===== src/rtl/lfsr_stream_decryptor.sv =====
// Recovers LFSR seed and tap from a known space preamble, then decrypts
// the rest of the 64-byte stream and emits it with leading spaces stripped.
module lfsr_stream_decryptor #(
   parameter int         MSG_LEN  = 64,
   parameter int         PRE_MIN  = 9,
   parameter logic [7:0] PAD_CHAR = 8'h20
) (
   input  logic       i_clk,
   input  logic       i_init_n,
   input  logic       i_start,
   input  logic [7:0] i_in_data,
   input  logic       i_in_valid,
   output logic       o_in_ready,
   output logic [7:0] o_out_data,
   output logic       o_out_valid,
   input  logic       i_out_ready,
   output logic       o_out_last,
   output logic [2:0] o_tap_sel,
   output logic [7:0] o_lfsr_seed,
   output logic       o_busy,
   output logic       o_done,
   output logic       o_err
);

   localparam logic [5:0] K_LAST = 6'(MSG_LEN - 1);
   localparam logic [5:0] K_TRN  = 6'(PRE_MIN - 1);

   typedef enum logic [2:0] {
      S_IDLE, S_SEED, S_TRAIN, S_DECRYPT, S_DRAIN, S_DONE, S_ERROR
   } state_t;

   function automatic logic [7:0] f_tap(input logic [2:0] i);
      logic [7:0] t;
      case (i)
         3'd0:    t = 8'hE1;
         3'd1:    t = 8'hD4;
         3'd2:    t = 8'hC6;
         3'd3:    t = 8'hB8;
         3'd4:    t = 8'hB4;
         3'd5:    t = 8'hB2;
         3'd6:    t = 8'hFA;
         default: t = 8'hF3;
      endcase
      return t;
   endfunction

   function automatic logic [7:0] f_step(input logic [7:0] s,
                                         input logic [7:0] t);
      return {s[6:0], ^(s & t)};
   endfunction

   state_t     r_state, w_next;
   logic [5:0] r_k;
   logic [7:0] r_cand [8];
   logic [7:0] r_ok;
   logic [7:0] r_lfsr;
   logic [2:0] r_tap;
   logic [7:0] r_seed;
   logic       r_seen;
   logic [7:0] r_out_data;
   logic       r_out_valid;
   logic       r_out_last;

   logic       w_xfer;
   logic [7:0] w_key;
   logic [7:0] w_cstep [8];
   logic [7:0] w_ok;
   logic [2:0] w_low;
   logic [7:0] w_dstep;
   logic [7:0] w_p;
   logic       w_emit;
   logic       w_start_ok;

   assign w_xfer     = i_in_valid && o_in_ready;
   assign w_key      = i_in_data ^ PAD_CHAR;
   assign w_dstep    = f_step(r_lfsr, f_tap(r_tap));
   assign w_p        = i_in_data ^ w_dstep;
   assign w_emit     = r_seen || (w_p != PAD_CHAR) || (r_k == K_LAST);
   assign w_start_ok = i_start && (r_state == S_IDLE ||
                       r_state == S_DONE || r_state == S_ERROR);

   // Every candidate steps in parallel; lowest surviving index wins.
   always_comb begin
      w_low = 3'd0;
      for (int i = 0; i < 8; i++) begin
         w_cstep[i] = f_step(r_cand[i], f_tap(3'(i)));
         w_ok[i]    = r_ok[i] && (w_cstep[i] == w_key);
      end
      for (int i = 7; i >= 0; i--) begin
         if (w_ok[i]) w_low = 3'(i);
      end
   end

   always_comb begin
      w_next     = r_state;
      o_in_ready = 1'b0;
      unique case (r_state)
         S_IDLE: begin
            if (i_start) w_next = S_SEED;
         end
         S_SEED: begin
            o_in_ready = 1'b1;
            if (w_xfer) w_next = (w_key == 8'h00) ? S_ERROR : S_TRAIN;
         end
         S_TRAIN: begin
            o_in_ready = 1'b1;
            if (w_xfer && r_k == K_TRN)
               w_next = (w_ok == 8'h00) ? S_ERROR : S_DECRYPT;
         end
         S_DECRYPT: begin
            o_in_ready = !r_out_valid || i_out_ready;
            if (w_xfer && r_k == K_LAST) w_next = S_DRAIN;
         end
         S_DRAIN: begin
            if (r_out_valid && i_out_ready) w_next = S_DONE;
         end
         S_DONE, S_ERROR: begin
            if (i_start) w_next = S_SEED;
         end
         default: w_next = S_IDLE;
      endcase
   end

   always_ff @(posedge i_clk) begin
      if (!i_init_n) r_state <= S_IDLE;
      else           r_state <= w_next;
   end

   always_ff @(posedge i_clk) begin
      if (!i_init_n) begin
         r_k         <= '0;
         r_ok        <= '0;
         r_lfsr      <= '0;
         r_tap       <= '0;
         r_seed      <= '0;
         r_seen      <= 1'b0;
         r_out_data  <= '0;
         r_out_valid <= 1'b0;
         r_out_last  <= 1'b0;
         for (int i = 0; i < 8; i++) r_cand[i] <= '0;
      end else begin
         if (w_start_ok) r_k <= '0;
         if (r_state == S_SEED && w_xfer) begin
            for (int i = 0; i < 8; i++) r_cand[i] <= w_key;
            r_ok   <= 8'hFF;
            r_seed <= w_key;
            r_seen <= 1'b0;
            r_k    <= 6'd1;
         end
         if (r_state == S_TRAIN && w_xfer) begin
            for (int i = 0; i < 8; i++) r_cand[i] <= w_cstep[i];
            r_ok <= w_ok;
            r_k  <= r_k + 6'd1;
            if (r_k == K_TRN) begin
               r_tap  <= w_low;
               r_lfsr <= w_cstep[w_low];
            end
         end
         if (r_state == S_DECRYPT && w_xfer) begin
            r_lfsr <= w_dstep;
            if (w_p != PAD_CHAR) r_seen <= 1'b1;
            if (r_k != K_LAST)   r_k <= r_k + 6'd1;
         end
         // One-entry output register: a new byte overwrites, else a take empties it.
         if (r_state == S_DECRYPT && w_xfer && w_emit) begin
            r_out_data  <= w_p;
            r_out_valid <= 1'b1;
            r_out_last  <= (r_k == K_LAST);
         end else if (i_out_ready) begin
            r_out_valid <= 1'b0;
         end
      end
   end

   assign o_out_data  = r_out_data;
   assign o_out_valid = r_out_valid;
   assign o_out_last  = r_out_last;
   assign o_tap_sel   = r_tap;
   assign o_lfsr_seed = r_seed;
   assign o_busy      = (r_state == S_SEED) || (r_state == S_TRAIN) ||
                        (r_state == S_DECRYPT);
   assign o_done      = (r_state == S_DONE);
   assign o_err       = (r_state == S_ERROR);

endmodule

===== config.mk =====
export PLATFORM = sky130hd
export DESIGN_NAME = lfsr_stream_decryptor
export DESIGN_NICKNAME = d
export VERILOG_FILES = /design/src/rtl/lfsr_stream_decryptor.sv
export SDC_FILE = /design/constraint.sdc
export NUM_CORES = 1
export LEC_CHECK = 0
export CORE_MARGIN = 2
export CORE_UTILIZATION = 60
export CTS_BUF_LIST = sky130_fd_sc_hd__clkbuf_8
export CTS_CLUSTER_SIZE = 12
export DETAILED_ROUTE_END_ITERATION = 8
export MAX_ROUTING_LAYER = met4
export PLACE_DENSITY = 0.81
export SYNTH_ARGS = -nofsm -noshare
export SYNTH_HDL_FRONTEND = slang
export SYNTH_SLANG_ARGS = --single-unit

===== constraint.sdc =====
create_clock -name i_clk -period 4 [get_ports i_clk]
set_clock_uncertainty 0.15 [all_clocks]
set_input_delay 0.8 -clock i_clk [delete_from_list [all_inputs] [get_ports i_clk]]
set_output_delay 0.8 -clock i_clk [all_outputs]
set_load 0.03 [all_outputs]

After elaboration in Yosys (flattened, before gate mapping). Memories as Yosys holds them, arrays and structs flattened. Cells that the tools add are included. W data, S select, Z words.

$add $sub $neg: 1. Magnitude comparators: 1. Bitwise logic cells: 20. Reduce and logical (&&, ||, !) cells: 47. Equality and inequality tests: 29. Mux-type cells: 59.

Operators with widths (number): $mux W8 (23); $reduce_xor A8 Y1 (9); $eq A8 B8 Y1 (8); $pmux W7 S7 (1); $mux W3 (15); $mux W6 (5); $bmux W8 S3 (1); $eq A3 B3 Y1 const B (6); $logic_and A1 B1 Y1 (17); $logic_not A8 Y1 (2); $or A1 B1 Y1 (16); $pmux W3 S5 (1); $eq A3 B2 Y1 const B (4); $mux W1 (12); $and A8 B8 Y8 (1); $ne A2 B2 Y1 const B (4); $ne A8 B6 Y1 const B (1); $reduce_bool A2 Y1 (4); $xor A8 B8 Y8 (1); $logic_or A1 B1 Y1 (7); $add A6 B1 Y6 const B (1); $eq A3 B1 Y1 const B (2); $eq A6 B4 Y1 const B (1); $eq A6 B6 Y1 const B (1); 12 further kinds (14).

Memories: 1. Memory bits (writable): 64. Register bits: 47. Word-level logic and storage cells: 168.

Memories: r_cand (depth 8, bits a word 8, rd ports 8, clocked after Yosys merged registers in 0, wr ports 8, RTL line 54) `logic [7:0] r_cand [8];`.

Longest topological paths before layout. Gate-level depths: netlist of the first run. An unclocked memory read counts as a cell.

Word-level depth: 19. Gate-level depth with buffers: 12.

Least setup slack after synthesis of the first run. OpenSTA, ideal clock, no wires.

Path kind: in2reg. Start point: input port i_in_data[0]. End point: register r_lfsr[2]. Setup slack: 710 ps. Path buffers: 2. Data arrival time: 3020 ps. Library setup time: 120 ps. Stages on the path: 11. Cell sequence: clkbuf_1 -> inv_2 -> xnor3_1 -> or3_4 -> nand2b_1 -> nand2_1 -> a31oi_4 -> buf_6 -> mux2_1 -> o22ai_1 -> o31ai_1.

Cells in the longest elaborated chain, start to end: 17.

Ends and longest elaborated chain: start, declared (RTL line 11) `input logic [7:0] i_in_data,`; $eq A8 B8 Y1 (RTL line 87) `w_ok[i] = r_ok[i] && (w_cstep[i] == w_key);`; $logic_and A1 B1 Y1 (RTL line 87); $mux W3 (7 in series) (RTL line 90) `if (w_ok[i]) w_low = 3'(i);`; $mux W3 * (RTL line 90); $not A3 Y4 (not written as such) * (RTL line 156) `r_lfsr <= w_cstep[w_low];`; $bmux W8 S3 * (RTL line 156); $mux W8 (not written as such) * (2 in series) (RTL line 156); $mux W8 * (RTL line 154) `if (r_k == K_TRN) begin`; $mux W8 * (RTL line 150) `if (r_state == S_TRAIN && w_xfer) begin`; $mux W8 * (RTL line 159) `if (r_state == S_DECRYPT && w_xfer) begin`; end signal, assigned (RTL line 156); end signal, assigned (RTL line 160) `r_lfsr <= w_dstep;`; end, declared (RTL line 56) `logic [7:0] r_lfsr;`.

Mark *: on every way between the ends. The rest lies on a longest branch, timed or not. The select of a mux whose other input is x is not followed. A chain may end at the register's enable or synchronous reset.

Worst setup path in the final report of the first run.
Start point: input port i_in_data[2]. End point: register r_lfsr[5].

Same word-level chain as after synthesis.

==> reports/results.txt, run 1 <==
area growth from synthesis to layout - 11.99%
Max-slew headroom - 60.54%
synthesized area - 0.006813 mm²
total CTS buffers - 9
crit path cell chain - clkdlybuf4s50_1 -> xor2_1 -> nor4_1 -> nand4_1 -> a211oi_1 -> o21ai_1 -> a31oi_4 -> buf_12 -> mux2_1 -> o22ai_1 -> o31ai_1
Top FF cell, synth - edfxtp_1
DP HPWL - 13220 µm
Final WS setup - 377.4 ps
sequential element share of the synthesized area - 42.02%
Hold Path Class - register to register
Area contributors post-synth - edfxtp_1 (28%), dfxtp_1 (14%), nand2_1 (8.4%)
pwr dens - 469.9 mW/mm²
post-CTS setup buffers - 0
post-CTS resize count - 0
RSZ-0062 raised after global routing - false
setup TNS - 0 ps
CP startpoint kind - input pin
Post-synth EDFFs - 64
GR Overflow Total - 0
leading area contributor after synthesis - edfxtp_1
Syn Nets - 730
Starting Density - 62.03%
Core Rows - 38
final setup fails - 0
die height - 110.6 µm
largest net degree at the start of global routing - 44
Worst Path Arrival - 3760 ps
Hold Vio Cnt, Final - 0
root buffer cell - clkbuf_8
R2R Setup Slk - 590 ps
Fmax achieved - 276.0 MHz
Clock Latency Late Sink - 400 ps
Hold EP - o_lfsr_seed[0]
crit end category - register
port bufs - 37
critical path required time - 4140 ps
RR Startpoint - r_cand[1][22]
Worst R2R Path Depth - 10
CTS sink cnt - 111
core area - 0.01098 mm²
via count - 5490
syn_area_per_cell - 9.528 µm²
#FFs+latches synth - 111
Ports - 38
CP max-delay cell - clkdlybuf4s50_1
Critical R2R Capture - r_lfsr[5]
Post-Place Setup Slack - 18.31 ps
DR WL/cell - 20.57 µm
Antenna diodes - 0
min-delay src - o_lfsr_seed[0]
critical path class - input pin to register
async set-reset flop share out of synthesis - 0%
status - finished clean
CP peak stage delay - 500 ps
clk slew on worst S/H paths - 110 ps
Residual DRC - 0
initial antenna violation count - 0
final cycle utilization of the critical path - 90.57%
routed vias/inst - 6.182
Synth cell types - 64
crit-path max FO - 26
CTS max path bufs - 2
hold buffers post-CTS - 0
worst vdd ir - 0.4339 mV
global-route wire length before repair - 28700 µm
Synth Instances - 715
Nets - 758
LEAKAGE - 3.048 nW
hold path cells - 2
CP delay by family, top - compound AO/OA/AOI/OAI gates
layout cell share with drive strength beyond 1 - 8.155%
remaining antenna violation count - 0
DIE AREA - 0.01222 mm²
DRT iter0 DRCs - 639
H-tree depth - 3
Synth top area share - 28.21%
CP bufs+invs - 2
gpl congestion - 1.010
max-slew violation count - 0
vias in the first global route - 5402
CTS tree - built
worst-margin pin slew - 591.0 ps
Die X - 110.6 µm
final core occ - 69.47%
final WL - 18270 µm
Max Cap Violations - 0
minimum clock period after layout - 3623 ps
TritonRoute pass-1 iters - 5
Ys Warns - 0
Global Route Usage Sum - 30.82%
## cells by family after synthesis
family          count (synthesis)  share of synthesized area [%]
compound gates                145                          14.75
xor+xnor                      102                          15.15
fa+ha+maj                       3                         0.5142
buf+inv                        56                          3.765
flops                         111                          42.02
mux                            38                          6.024
simple gates                  260                          17.78
## worst register-to-register path, delay by kind of cell, from the launching register on
family          cells  cell delay, ps
xor+xnor            3             910
buf+inv             1             220
mux                 1             380
compound gates      5            1140
flops               1             500
## flip-flops by register name, indices dropped and copies added (netlist names)
register and count:
o_tap_sel 3, r_lfsr 8, r_cand 64, o_out_valid 1, o_out_last 1, r_state 3, o_out_data 8, o_lfsr_seed 8
r_k 6, r_seen 1, r_ok 8
## Yosys cell counts (6+ instances only)
cell / count
nor2b_1: 16
edfxtp_1: 64
dfxtp_1: 47
mux2_1: 19
inv_1: 8
o22ai_1: 8
buf_2: 7
and2_1: 14
a21boi_0: 29
o21a_1: 6
and3_1: 6
nand3_1: 11
nor2_1: 19
xnor2_1: 64
o21ai_0: 35
a21oi_1: 13
nand4_1: 14
nand2_1: 153
a22o_1: 7
mux2i_1: 14
o31ai_1: 7
clkbuf_1: 33
a21o_1: 8
o21ai_1: 7
xnor3_1: 9
xor2_1: 27
## worst max-delay path by stage
stage / startpoint / endpoint / slack, ps / cells after the start
4_1_cts: i_in_data[2] / r_lfsr[4] / 430 / 11
3_3_place_gp: i_in_data[2] / r_lfsr[2] / 110 / 11
2_1_floorplan: i_in_data[0] / r_lfsr[2] / 710 / 11
5_1_grt: i_in_data[2] / r_lfsr[4] / 260 / 11
3_5_place_dp: i_in_data[2] / r_lfsr[4] / 20 / 11
6_report: i_in_data[2] / r_lfsr[5] / 380 / 11
## stage by stage
| step | hold slack [ps] | area (µm²) | power (mW) | std cells |
|---|---|---|---|---|
| after floorplan | 287.6 | 6813 | 2.396 | 715 |
| after global placement | 309.4 | 7380 | 2.701 | 872 |
| after detailed placement | 314.6 | 7380 | 2.732 | 872 |
| after CTS | 329.5 | 7630 | 3.576 | 888 |
| after global routing | 362.5 | 7630 | 3.730 | 888 |
| final | 327.3 | 7630 | 3.585 | 888 |
## cell usage in the layout, fill, tap and decap left out, drive strengths merged, types with 3 or more instances in the layout
cell type	instances
o21a	6
nor4	3
clkbuf	9
nand4	14
xnor2	66
a21oi	13
mux2	24
nand2b	3
o22ai	8
a21boi	31
nand3	11
edfxtp	64
clkdlybuf4s50	36
a31oi	3
o21ai	42
o211ai	4
and2	14
inv	13
mux2i	14
xor2	27
buf	27
a21o	8
o31ai	7
nand2	153
bufinv	3
a22o	7
and3	6
nor2	19
a22oi	4
xnor3	9
nor2b	16
or3	6
and3b	3
dfxtp	47
## final cells by class
type                    instances  area, µm²
well taps                     140      175.2
clock inverters                 7      126.4
inverters                      10      37.54
flip-flops and latches        111       2863
repair buffers                 63      610.6
fillers                       875       3353
clock buffers                   9      123.9
multi-input cells             548       3694
## power by group
| group | total, mW | internal (mW) | leakage (nW) | switching (mW) |
|---|---|---|---|---|
| Sequential | 1.66 | 1.43 | 1.05 | 0.229 |
| Clock | 0.851 | 0.425 | 0.122 | 0.426 |
| Combinational | 1.08 | 0.516 | 1.88 | 0.562 |
| Total | 3.59 | 2.37 | 3.05 | 1.22 |
## per-layer routing
layer  track usage, %  up-vias  share of wire, %
met5                -        -                 0
met4            9.500        0               2.5
met3            5.928       39               6.9
met2            49.98      243                48
met1            39.41     2657                43
li1                 -     2551                 -
Note: power is estimated with default switching activity, not from simulation.
==> run 2: changes to the inputs <==
Settings changed: SLEW_MARGIN set to 40.
==> results of run 2 <==
No change in the layout: final DEF, timing and power equal those of run 1.
==> run 3: changes to the inputs <==
Settings changed: GPL_ROUTABILITY_DRIVEN set to 0.
==> run 3 against run 2 <==
Against the previous run: hold slack worse by 1.6 ps; register-to-register slack worse by 70 ps; critical path depth up 1; global-route usage decreased by 0.55 points; critical path type unchanged; clock power fell by 23%; die area stayed put; count of clock-buffer cells in the layout unchanged; first-iteration DRC count up 12%; non-clock buffer count down 1; core utilization shrank 0.71 points; critical endpoint unchanged; cell area down 1.0%.
==> reports/results.txt, run 3 (same netlist as run 1, synthesis figures left out) <==
status - finished clean
most frequent cells in the layout - nand2_1 (153), xnor2_1 (64), edfxtp_1 (64)
setup TNS - 0 ps (unchanged)
remaining antenna violation count - 0 (unchanged)
Hold Vio Cnt, Final - 0 (unchanged)
minimum clock period after layout - 3684 ps (+61.34 ps)
most frequent CP cell - buf_12
Final WS setup - 316.0 ps (-61.34 ps)
Ports - 38 (unchanged)
hold buffers post-CTS - 0 (unchanged)
clk slew on worst S/H paths - 100 ps (about the same)
Residual DRC - 0 (unchanged)
area growth from synthesis to layout - 10.85%
CP max-delay cell - clkdlybuf4s50_1
DRT iter0 DRCs - 715 (+12%)
post-CTS setup buffers - 0 (unchanged)
max-slew violation count - 0 (unchanged)
Global Route Usage Sum - 30.28% (-0.55 points)
layout cell share with drive strength beyond 1 - 7.631% (-0.52 points)
critical path required time - 4140 ps (about the same)
Clock Latency Late Sink - 390 ps (about the same)
most common cell after layout, fill and taps aside - nand2_1
TritonRoute pass-1 iters - 5 (unchanged)
via count - 5503 (+0.24%)
CP startpoint kind - input pin
DP HPWL - 13020 µm (-1.5%)
critical path class - input pin to register
Metal-1 WL - 7144 µm (-8.3%)
largest net degree at the start of global routing - 44 (unchanged)
fillers - 867 (-0.91%)
CP delay by family, top - compound AO/OA/AOI/OAI gates
CP bufs+invs - 3 (+1)
pwr dens - 450.7 mW/mm² (-4.1%)
final core occ - 68.76% (-0.71 points)
Max-slew headroom - 61.74% (+1.2 points)
Die X - 110.6 µm (unchanged)
met3 WL - 1766 µm (+40%)
Max Used Layer - met4
Fmax achieved - 271.4 MHz (-1.7%)
routed vias/inst - 6.204 (+0.35%)
CTS sink cnt - 111 (unchanged)
Max Cap Violations - 0 (unchanged)
Starting Density - 62.03% (unchanged)
RSZ-0062 raised after global routing - false
metal2 WL - 8126 µm (-7.2%)
post-CTS resize count - 0 (unchanged)
worst-margin pin slew - 573.1 ps (-17.91 ps)
port bufs - 37 (unchanged)
CTS max path bufs - 2 (unchanged)
crit path cell chain - clkdlybuf4s50_1 -> buf_12 -> xor2_1 -> nor4_1 -> nand4_1 -> a211oi_1 -> o21ai_1 -> a31oi_4 -> buf_12 -> mux2_1 -> o22ai_1 -> o31ai_1
Post-Place Setup Slack - 14.81 ps (-3.498 ps)
DIE AREA - 0.01222 mm² (unchanged)
core area - 0.01098 mm² (unchanged)
multi-input logic area - 0.003694 mm² (unchanged)
CTS tree - built
GR Overflow Total - 0 (unchanged)
final WL - 17910 µm (-1.9%)
crit-path max FO - 16 (-38%)
Hold Path Class - register to register
max FFs per register - 64 (unchanged)
final total power - 3.404 mW (-5.1%)
vias in the first global route - 5359 (-0.80%)
sequential cell area - 0.002863 mm² (unchanged)
final setup fails - 0 (unchanged)
initial antenna violation count - 0 (unchanged)
H-tree depth - 3 (unchanged)
crit end category - register
Nets - 757 (-0.13%)
CP peak stage delay - 440 ps (-60 ps)
LEAKAGE - 3.015 nW (-1.1%)
Core Rows - 38 (unchanged)
root buffer cell - clkbuf_8
DR WL/cell - 20.20 µm (-1.8%)
worst vdd ir - 0.3088 mV (-29%)
total CTS buffers - 9 (unchanged)
Largest Register - r_cand
Worst Path Arrival - 3820 ps (+60 ps)
final cycle utilization of the critical path - 92.10% (+1.5 points)
die height - 110.6 µm (unchanged)
global-route wire length before repair - 28380 µm (-1.1%)
Antenna diodes - 0 (unchanged)
run 3: changes by cell type in the layout (fill, tap and decap cells not counted), sizes merged:
| cell | delta |
|---|---|
| clkinvlp | +1 |
| buf | -1 |
| inv | -1 |
| bufinv | -2 |
| clkinv | +2 |
run 3: worst paths after layout:
| check | from | end | slack (ps) | depth (start not counted) |
|---|---|---|---|---|
| hold reg to reg | o_lfsr_seed[2] | o_lfsr_seed[2] | 330 | 2 |
| hold / removal | o_lfsr_seed[2] | o_lfsr_seed[2] | 330 | 2 |
| setup reg to reg | r_cand[1][17] | r_lfsr[5] | 520 | 10 |
| setup / recovery | i_in_data[1] | r_lfsr[5] | 320 | 12 |
run 3: worst min-delay path, cell delays in order, from the launching register on:
cell	delay, ps
dfxtp_1	320
nand2_1	50
a21boi_0	70
run 3: cell type report:
type / count / share of cell area (%)
multi-input combinational: 548 / 48.91
sequential: 111 / 37.91
timing repair buffer: 62 / 7.985
tap: 140 / 2.319
clock buffer: 9 / 1.640
clock inverter: 7 / 0.7455
inverter: 10 / 0.4970
run 3: report_power, final:
| group | total, mW | internal [mW] | switching, mW |
|---|---|---|---|
| Combinational | 1.07 | 0.514 | 0.560 |
| Sequential | 1.67 | 1.43 | 0.242 |
| Clock | 0.659 | 0.279 | 0.379 |
| Total | 3.40 | 2.22 | 1.18 |
run 3: metrics by stage:
step / hold slack, ps / cell area (µm²) / cells
final: 325.7 / 7552 / 887
after global routing: 354.1 / 7552 / 887
after CTS: 325.9 / 7552 / 887
after detailed placement: 313.0 / 7372 / 871
after global placement: 309.4 / 7372 / 871
after floorplan: 287.6 / 6813 / 715
run 3: metal layers:
| layer | track usage (%) | up-vias |
|---|---|---|
| li1 | - | 2546 |
| met3 | 9.550 | 87 |
| met5 | - | - |
| met1 | 37.71 | 2583 |
| met4 | 12.75 | 0 |
| met2 | 45.81 | 287 |
